`src/rtl/axicb_scfifo_pkg.sv`:
```
// ============================================================================
// Module   : axicb_scfifo_pkg
// Purpose  : Shared width helper and parameter legality checks for the
//            level-reporting single-clock FIFO.
// Revision : 1.0 - initial release
// ============================================================================
`default_nettype none

package axicb_scfifo_pkg;

    localparam int c_min_addr_width = 1;
    localparam int c_max_addr_width = 12;

    // Pointers and level carry one extra bit so full and empty stay distinct.
    function automatic int ptr_width(input int addr_width);
        return addr_width + 1;
    endfunction

    function automatic bit addr_width_ok(input int addr_width);
        return (addr_width >= c_min_addr_width) && (addr_width <= c_max_addr_width);
    endfunction

    function automatic bit afull_thresh_ok(input int addr_width, input int thresh);
        return (thresh >= 1) && (thresh <= (1 << addr_width));
    endfunction

    function automatic bit aempty_thresh_ok(input int addr_width, input int thresh);
        return (thresh >= 0) && (thresh <= ((1 << addr_width) - 1));
    endfunction

endpackage

`default_nettype wire

```
`src/rtl/axicb_scfifo_ram.sv`:
```
// ============================================================================
// Module   : axicb_scfifo_ram
// Purpose  : FIFO storage array, one write port and one read port; read is
//            combinational (FFD_EN=0) or registered (FFD_EN=1).
// Revision : 1.0 - initial release
// ============================================================================
`default_nettype none

module axicb_scfifo_ram #(
    parameter int ADDR_WIDTH = 8,
    parameter int DATA_WIDTH = 8,
    parameter int FFD_EN     = 0
) (
    input  logic                  aclk,
    input  logic                  wr_en,
    input  logic [ADDR_WIDTH-1:0] wr_addr,
    input  logic [DATA_WIDTH-1:0] wr_data,
    input  logic [ADDR_WIDTH-1:0] rd_addr,
    output logic [DATA_WIDTH-1:0] rd_data
);

    localparam int c_depth = 2 ** ADDR_WIDTH;

    logic [DATA_WIDTH-1:0] mem_q [c_depth];

    // Storage carries no reset; validity is tracked entirely by the pointers.
    always_ff @(posedge aclk) begin
        if (wr_en) begin
            mem_q[wr_addr] <= wr_data;
        end
    end

    generate
        if (FFD_EN != 0) begin : g_rd_reg
            logic [DATA_WIDTH-1:0] rd_data_q;
            always_ff @(posedge aclk) begin
                rd_data_q <= mem_q[rd_addr];
            end
            assign rd_data = rd_data_q;
        end else begin : g_rd_comb
            assign rd_data = mem_q[rd_addr];
        end
    endgenerate

endmodule

`default_nettype wire

```
`src/rtl/axicb_scfifo_lvl.sv`:
```
// ============================================================================
// Module   : axicb_scfifo_lvl
// Purpose  : Single-clock FWFT FIFO with fill level, registered afull/aempty
//            watermarks, optional pass-thru and optional sticky error flags.
//            Define AXICB_SCFIFO_ERR_EN to build the overflow/underflow flags.
// Revision : 1.0 - initial release
// ============================================================================
`default_nettype none

module axicb_scfifo_lvl
    import axicb_scfifo_pkg::*;
#(
    parameter int PASS_THRU     = 0,
    parameter int ADDR_WIDTH    = 8,
    parameter int DATA_WIDTH    = 8,
    parameter int AFULL_THRESH  = 2 ** ADDR_WIDTH - 2,
    parameter int AEMPTY_THRESH = 1
) (
    input  logic                  aclk,
    input  logic                  aresetn,
    input  logic                  srst,
    input  logic                  flush,
    input  logic [DATA_WIDTH-1:0] data_in,
    input  logic                  push,
    output logic                  full,
    output logic                  afull,
    output logic [DATA_WIDTH-1:0] data_out,
    input  logic                  pull,
    output logic                  empty,
    output logic                  aempty,
    output logic [ADDR_WIDTH:0]   level,
    output logic                  overflow,
    output logic                  underflow
);

    localparam int c_pw = ptr_width(ADDR_WIDTH);
    localparam logic [c_pw-1:0] c_depth      = c_pw'(2 ** ADDR_WIDTH);
    localparam logic [c_pw-1:0] c_afull_th   = c_pw'(AFULL_THRESH);
    localparam logic [c_pw-1:0] c_aempty_th  = c_pw'(AEMPTY_THRESH);

    generate
        if (!addr_width_ok(ADDR_WIDTH)) begin : g_bad_addr_width
            $error("axicb_scfifo_lvl: ADDR_WIDTH=%0d outside 1..12", ADDR_WIDTH);
        end
        if (!afull_thresh_ok(ADDR_WIDTH, AFULL_THRESH)) begin : g_bad_afull
            $error("axicb_scfifo_lvl: AFULL_THRESH=%0d illegal", AFULL_THRESH);
        end
        if (!aempty_thresh_ok(ADDR_WIDTH, AEMPTY_THRESH)) begin : g_bad_aempty
            $error("axicb_scfifo_lvl: AEMPTY_THRESH=%0d illegal", AEMPTY_THRESH);
        end
    endgenerate

    logic [c_pw-1:0]       wrptr_q, wrptr_d;
    logic [c_pw-1:0]       rdptr_q, rdptr_d;
    logic                  afull_q, afull_d;
    logic                  aempty_q, aempty_d;
    logic [c_pw-1:0]       w_level;
    logic [c_pw-1:0]       w_level_next;
    logic                  w_empty_flag;
    logic                  w_full_flag;
    logic                  w_pass_thru;
    logic                  w_clr;
    logic                  w_wr_acc;
    logic                  w_rd_acc;
    logic [DATA_WIDTH-1:0] w_ram_rd;

    assign w_level      = wrptr_q - rdptr_q;
    assign w_empty_flag = (w_level == '0);
    assign w_full_flag  = (w_level == c_depth);
    assign w_clr        = srst | flush;

    generate
        if (PASS_THRU != 0) begin : g_pass_thru
            assign w_pass_thru = pull & w_empty_flag;
        end else begin : g_no_pass_thru
            assign w_pass_thru = 1'b0;
        end
    endgenerate

    // Full is judged on the current state, so a same-cycle pull never frees
    // room for a push arriving at a full FIFO.
    assign w_wr_acc = push & ~w_full_flag & ~w_pass_thru;
    assign w_rd_acc = pull & ~w_empty_flag;

    always_comb begin
        wrptr_d      = wrptr_q + c_pw'(w_wr_acc);
        rdptr_d      = rdptr_q + c_pw'(w_rd_acc);
        w_level_next = w_level + c_pw'(w_wr_acc) - c_pw'(w_rd_acc);
        if (w_clr) begin
            wrptr_d      = '0;
            rdptr_d      = '0;
            w_level_next = '0;
        end
        // Watermarks look at the next level so they line up with level output.
        afull_d  = (w_level_next >= c_afull_th);
        aempty_d = (w_level_next <= c_aempty_th);
    end

    always_ff @(posedge aclk or negedge aresetn) begin
        if (!aresetn) begin
            wrptr_q  <= '0;
            rdptr_q  <= '0;
            afull_q  <= 1'b0;
            aempty_q <= 1'b1;
        end else begin
            wrptr_q  <= wrptr_d;
            rdptr_q  <= rdptr_d;
            afull_q  <= afull_d;
            aempty_q <= aempty_d;
        end
    end

    axicb_scfifo_ram #(
        .ADDR_WIDTH (ADDR_WIDTH),
        .DATA_WIDTH (DATA_WIDTH),
        .FFD_EN     (0)
    ) u_ram (
        .aclk    (aclk),
        .wr_en   (w_wr_acc & ~w_clr),
        .wr_addr (wrptr_q[ADDR_WIDTH-1:0]),
        .wr_data (data_in),
        .rd_addr (rdptr_q[ADDR_WIDTH-1:0]),
        .rd_data (w_ram_rd)
    );

    assign level    = w_level;
    assign full     = w_full_flag;
    assign afull    = afull_q;
    assign aempty   = aempty_q;
    assign empty    = w_pass_thru ? ~push : w_empty_flag;
    assign data_out = w_pass_thru ? data_in : w_ram_rd;

`ifdef AXICB_SCFIFO_ERR_EN
    logic overflow_q, overflow_d;
    logic underflow_q, underflow_d;

    // A pass-thru pull with a same-cycle push is a legal transfer, not an underflow.
    always_comb begin
        overflow_d  = overflow_q  | (~w_clr & push & w_full_flag);
        underflow_d = underflow_q | (~w_clr & pull & w_empty_flag & ~(w_pass_thru & push));
        if (srst) begin
            overflow_d  = 1'b0;
            underflow_d = 1'b0;
        end
    end

    always_ff @(posedge aclk or negedge aresetn) begin
        if (!aresetn) begin
            overflow_q  <= 1'b0;
            underflow_q <= 1'b0;
        end else begin
            overflow_q  <= overflow_d;
            underflow_q <= underflow_d;
        end
    end

    assign overflow  = overflow_q;
    assign underflow = underflow_q;
`else
    assign overflow  = 1'b0;
    assign underflow = 1'b0;
`endif

endmodule

`default_nettype wire
```
`config.mk`:
```
export PLATFORM = sky130hd
export DESIGN_NAME = axicb_scfifo_lvl
export DESIGN_NICKNAME = d
export VERILOG_FILES = /design/src/rtl/axicb_scfifo_pkg.sv /design/src/rtl/axicb_scfifo_ram.sv /design/src/rtl/axicb_scfifo_lvl.sv
export SDC_FILE = /design/constraint.sdc
export NUM_CORES = 2
export LEC_CHECK = 0
export CAP_MARGIN = 20
export CELL_PAD_IN_SITES_DETAIL_PLACEMENT = 0
export CELL_PAD_IN_SITES_GLOBAL_PLACEMENT = 1
export CORE_ASPECT_RATIO = 0.8
export CORE_MARGIN = 8
export CORE_UTILIZATION = 55
export CTS_CLUSTER_DIAMETER = 60
export CTS_CLUSTER_SIZE = 30
export DETAILED_ROUTE_END_ITERATION = 8
export GPL_ROUTABILITY_DRIVEN = 0
export PLACE_DENSITY = 0.88
export SLEW_MARGIN = 15
export SYNTH_ARGS = -nofsm -noshare
export SYNTH_HDL_FRONTEND = slang
export SYNTH_HIERARCHICAL = 1
export SYNTH_SLANG_ARGS = --single-unit
```
`constraint.sdc`:
```
create_clock -name aclk -period 6.2 [get_ports aclk]
set_input_delay 1.55 -clock aclk [delete_from_list [all_inputs] [get_ports aclk]]
set_output_delay 1.55 -clock aclk [all_outputs]
set_load 0.01 [all_outputs]
```
# Word-level counts from Yosys, hierarchy flattened
# Memory sizes are Yosys's and may differ from the RTL's.
# Index checks and enable logic that the tools add are counted.
[totals] register_bits=20 latchBits=0 ram_bits=2048 mem_bits_ro=0 in_bits=14 out_inout_bits=23 wordCells=26 memories=1
[memory_table] name="u_ram.mem_q" depth=256 word_bits=8 read_ports=1 rd_ports_with_merged_regs=0 write_ports=1 line="axicb_scfifo_ram.sv:24" text="logic [DATA_WIDTH-1:0] mem_q [c_depth];"
[op_classes] addsub=5 n_mul=0 div=0 magnitude_cmp=2 n_eq_ne=1 shifts=0 n_mux=5 bitwise=7 n_reduce_logical=1
[ops] op="$add A9 B1 Y9" n=3
[ops] op="$mux W9" n=3
[ops] op="$eq A9 B9 Y1 const B" n=1
[ops] op="$ge A9 B8 Y1 const B" n=1
[ops] op="$le A9 B1 Y1 const B" n=1
[ops] op="$logic_not A9 Y1" n=1
[ops] op="$sub A9 B1 Y9" n=1
[ops] op="$sub A9 B9 Y9" n=1
[ops] op="$and A1 B1 Y1" n=3
[ops] op="$not A1 Y1" n=3
[ops] op="$mux W1" n=2
[ops] op="$or A1 B1 Y1" n=1

# Depth between registers and ports, before layout
[depth] word_depth=8 ltp_mapped=23 mapped_depth_nobuf=22

# Hierarchy
# The synthesis kept the hierarchy.
[modules_own_cells] module="axicb_scfifo_ram" instances=1 cells_each=3725 area_each_um2=79396.1 seq_area_each_um2=61499.0
[modules_own_cells] module="axicb_scfifo_lvl" instances=1 cells_each=218 area_each_um2=1861.8 seq_area_each_um2=501.7

# Worst setup path after synthesis
# No wires, ideal clock.
[synth_path] path_type="register to register" startpoint="register wrptr_q[0]" endpoint="register afull_q (netlist: afull)" setup_time_ns=0.131 t_arrival_ns=4.846 required_time_ns=6.069 path_slack_ns=1.223 path_stages_with_launch=24 n_path_buf=1 period_less_slack_ns=4.977 cell_sequence="dfrtp_1 > inv_1 > ha_1 > inv_1 > fa_1 > a211oi_2 > o21bai_1 > a21oi_1 > xor2_1 > ha_1 > nor2b_1 > nand4_1 > o31ai_1 > buf_2 > xor2_1 > ha_1 > inv_1 > fa_1 > nor2b_1 > o311ai_1 > a221oi_1 > o211ai_1 > o2111a_1 > or3_1"
[synth_between] elab_chain_len=8 word_cells_on_any_way=11 classes_between="add/sub: 3; order compare: 1; eq/ne: 1; mux: 1; bitwise: 4; reduce/logical: 1"
[synth_lines] item="start: declaration" line="axicb_scfifo_lvl.sv:53" text="logic [c_pw-1:0] wrptr_q, wrptr_d;"
[synth_lines] item="start signal: assignment" line="axicb_scfifo_lvl.sv:106" text="wrptr_q <= wrptr_d;"
[synth_lines] item="$sub A9 B9 Y9 *" line="axicb_scfifo_lvl.sv:67" text="assign w_level = wrptr_q - rdptr_q;"
[synth_lines] item="$eq A9 B9 Y1" line="axicb_scfifo_lvl.sv:69" text="assign w_full_flag = (w_level == c_depth);"
[synth_lines] item="$not A1 Y1" line="axicb_scfifo_lvl.sv:82" text="assign w_wr_acc = push & ~w_full_flag & ~w_pass_thru;"
[synth_lines] item="$and A1 B1 Y1" line="axicb_scfifo_lvl.sv:82"
[synth_lines] item="$add A9 B1 Y9" line="axicb_scfifo_lvl.sv:88" text="w_level_next = w_level + c_pw'(w_wr_acc) - c_pw'(w_rd_acc);"
[synth_lines] item="$sub A9 B1 Y9 *" line="axicb_scfifo_lvl.sv:88"
[synth_lines] item="$mux W9 *" line="axicb_scfifo_lvl.sv:89" text="if (w_clr) begin"
[synth_lines] item="$ge A9 B8 Y1 *" line="axicb_scfifo_lvl.sv:95" text="afull_d = (w_level_next >= c_afull_th);"
[synth_lines] item="named net afull_d" line="axicb_scfifo_lvl.sv:55" text="logic afull_q, afull_d;"
[synth_lines] item="end signal: assignment" line="axicb_scfifo_lvl.sv:108" text="afull_q <= afull_d;"
[synth_lines] item="end: declaration" line="axicb_scfifo_lvl.sv:55"
# The timed path passes the listed nets; every way through them passes the cells marked *.

# Final worst setup path
[layout_path] startpoint="register rdptr_q[4]" endpoint="output data_out[3]"
[layout_between] elab_chain_len=1
[layout_lines] item="start: declaration" line="axicb_scfifo_lvl.sv:54" text="logic [c_pw-1:0] rdptr_q, rdptr_d;"
[layout_lines] item="start signal: assignment" line="axicb_scfifo_lvl.sv:107" text="rdptr_q <= rdptr_d;"
[layout_lines] item="$mem_v2 Z256 W8"
[layout_lines] item="end: declaration" line="axicb_scfifo_lvl.sv:27" text="output logic [DATA_WIDTH-1:0] data_out,"
# Every way passes these cells.

==> metrics.txt <==
max incr delay on CP about 0.75 ns; Detail Route Antenna Nets 0; Area contributors post-synth edfxtp_1 76%, mux4_2 13%, mux2i_1 1.7%, nor2_1 1.4%, a22oi_1 1.2%; all-layer global routing usage 24.0%; chip height between 300 and 400 µm; worst-path cell with the longest stage delay dfrtp_4; worst-path cell chain buf_4, and2_1, buf_4, a22oi_1, a21oi_1, nor3_4, nor4_2, buf_4, clkdlybuf4s50_1; first-pass GRT wire length 284000 µm; maximum fanout along the worst path 33; top cell type's share of synthesized area 75.7%; Setup TNS Final 0 ns; period utilization 99.3%; fmax 162 MHz; fin worst setup slack 0.0453 ns; vias in the first global route 40600; area grow syn2layout 8.64%; sequential area share after synthesis 76.3%; CTS tree built; min-delay worst type reg2reg; max cap viols 0; Arr. time, crit path 4.60 ns; largest net degree at the start of global routing about 240; Final Hold Viols 0; DRT Pass-1 Iters 6; Cell Pwr Density a little under 300 nW/µm²; Synthesis Warnings 6; HP Start wrptr_q[8]$_DFF_PN0_; simple-gate portion of the synthesized area 3.02%; number of synthesized flops with an enable pin 2048; CP Capture Type output pin; DRT Wirelength 198000 µm; crit-path most repeated cell buf_4; Main synth FF type edfxtp_1; final setup vio count 0; Remaining Overflow, GRT 0; share of post-route cells with drive strength above 1 between 20% and 30%; max-slew violations 0; die area 160000 µm²; H-Tree Depth 3; clk_lat worst skew slightly below 0.8 ns; count of cell types in the netlist slightly below 80; largest family of logic cells by synthesized area multiplexers; beginning of the critical path rdptr_q[4]$_DFF_PN0_; CP required 4.65 ns; synthesized area 81300 µm²; worst setup path class reg2out; multiplexer share of the synthesized area 14.3%; CTS Root Cell clkbuf_16; routed via count 41500; drt drc 0; Core Footprint 147000 µm²; Initial Util between 50% and 60%; Synth async-reset ratio 0.967%; die width 446 µm; hold_buf cts 0; clock transition at the registers of the reported paths roughly 0.1 ns; Clock Path Buffers 3; # fillers 9887; Synth Area in Adders 0.388%; nets@finish 4045; drt wl/cell 32.5 µm; Peak VDD IR around 0.31 mV; Worst-Margin Slew about 1.3 ns; CP Launch Type flip-flop; status finished, final reports clean; clk_skew 0.0300 ns; Compound-Gate Fraction of Synth Area 3.85%; Lkg Pwr 0.0259 µW; post-synthesis sequential element count slightly above 2000; Worst R2R Start rdptr_q[0]$_DFF_PN0_; DP Wirelength 123000 µm; slew margin rel. between 10% and 20%; Std-Cell Rows around 130; initial antenna violation count 1; vias per cell around 7; RSZ-0062 raised after global routing false; post-synth top area cell edfxtp_1; post-synthesis cell count 3943; Synth Area in XOR/XNOR less than 1%; pre-CTS WS 0.303 ns; Avg Cell Area, Syn 20.6 µm²; DRT iter0 DRCs around 7200; io pins 37; Num CTS Buffers 103; fin crit period 6.15 ns; TritonCTS Sinks 2068; PortBufs 34
[per-layer routing]
metal,share of wire (%),vias up,routed length [µm],global-route usage [%]
met5,0.0051,-,10,0
met4,3.9,2,7630,7.73
met3,14,429,27000,7.17
met2,46,3088,90400,36.3
met1,37,21500,72500,34.1
li1,-,16500,-,-
[kinds of logic (layout without fill, tap and decap cells)]
family | count (synthesis) | after routing
buffers and inverters | 263 | 407
AO/OA/AOI/OAI | 443 | 443
multiplexers | 591 | 591
adder cells (fa/ha/maj) | 24 | 24
other | 1 | 4
XOR/XNOR | 18 | 18
flip-flops | 2068 | 2068
AND/OR/NAND/NOR | 535 | 535
[placed cells by master, fill, tap and decap left out, types with 8 or more instances in the layout]
master           count
mux4_2             454
dfrtp_1             13
xnor2_1             11
edfxtp_1          2048
nand3_1             42
inv_12               8
mux2i_1            134
o211ai_1            12
clkbuf_8             8
o21ai_0             19
a211oi_1            17
nor4_2               9
clkinv_8            25
ha_1                22
nand4_1             12
inv_1               24
clkdlybuf4s50_1     25
o221ai_1            41
a21oi_1            111
nor3_1              20
o22ai_1             28
nand2_1             40
clkbuf_16          105
buf_4              120
buf_12              30
a22o_1               8
nand2b_1            12
a22oi_1            133
nor2_1             297
nor4_1              14
a221oi_1            12
inv_6               15
and2_1               9
nor2b_1             32
or3_1                8
[registers in the layout, summed over array words and instances, names as in the netlist]
signal and cells:
u_ram/mem_q 2048, rdptr_q 9, wrptr_q 9, aempty 1, afull 1
[worst max-delay path, delay by kind of cell (launching register included)]
family,cells,cell delay [ns]
buffers and inverters,4,1.46
AO/OA/AOI/OAI,2,0.83
AND/OR/NAND/NOR,3,0.77
flip-flops,1,0.75
[final cells by class]
type                            count  area [µm²]  area share [%]
Tap cell                         1984        2480            2.81
Timing Repair Buffer              196        2020            2.29
Clock buffer                      106        2610            2.96
Inverter                           25        93.8           0.106
Sequential cell                  2068       62000            70.3
Multi-Input combinational cell   1613       18000            20.4
Clock inverter                     80        1060            1.20
Antenna cell                        2        5.00         0.00567
[stage by stage]
step	hold WS (ns)	total power, µW	cells	util (%)	cell area [µm²]
2_1_floorplan	0.540	16900	3944	-	81300
3_3_place_gp	0.563	17500	5875	57.2	84200
3_5_place_dp	0.575	17500	5878	57.3	84200
4_1_cts	0.591	25500	6067	59.9	88100
5_1_grt	0.612	26100	6072	60.0	88300
6_report	0.601	25400	6074	60.0	88300
[report_power, final]
group	switching, µW	internal, µW
registers	6.26	15400
clock network	4780	3460
logic	1020	818
[what timing repair did]
item                                    in CTS  in global routing
pin swaps                                    2                  1
setup buffers                                3                  2
cloned                                       0                  1
gates resized for setup                     31                 20
endpoints found under the setup margin       8                  8
[synthesized netlist by cell type, types with 14 or more instances]
cell	n
buf_1	22
buf_4	29
a22oi_1	133
nor3_1	28
dfrtp_1	19
a211oi_1	17
o21ai_0	19
buf_6	21
nand3_1	42
inv_1	24
buf_2	32
o22ai_1	28
o221ai_1	46
mux2i_1	134
a221oi_1	14
a21oi_1	113
nor2b_1	36
clkbuf_1	113
edfxtp_1	2048
mux4_2	454
nand2_1	40
ha_1	22
nor2_1	301
nor4_1	25
[final timing paths]
kind / end / slack (ns) / depth (start not counted)
max: data_out[3] / 0.05 / 9
min: wrptr_q[8]$_DFF_PN0_ / 0.60 / 2
max reg2reg: aempty$_DFF_PN1_ / 0.57 / 23
min reg2reg: wrptr_q[8]$_DFF_PN0_ / 0.60 / 2
max in group asynchronous: rdptr_q[3]$_DFF_PN0_ / 4.93 / 1
min in group asynchronous: wrptr_q[6]$_DFF_PN0_ / 0.79 / 1
(Power assumes the default switching activity.)
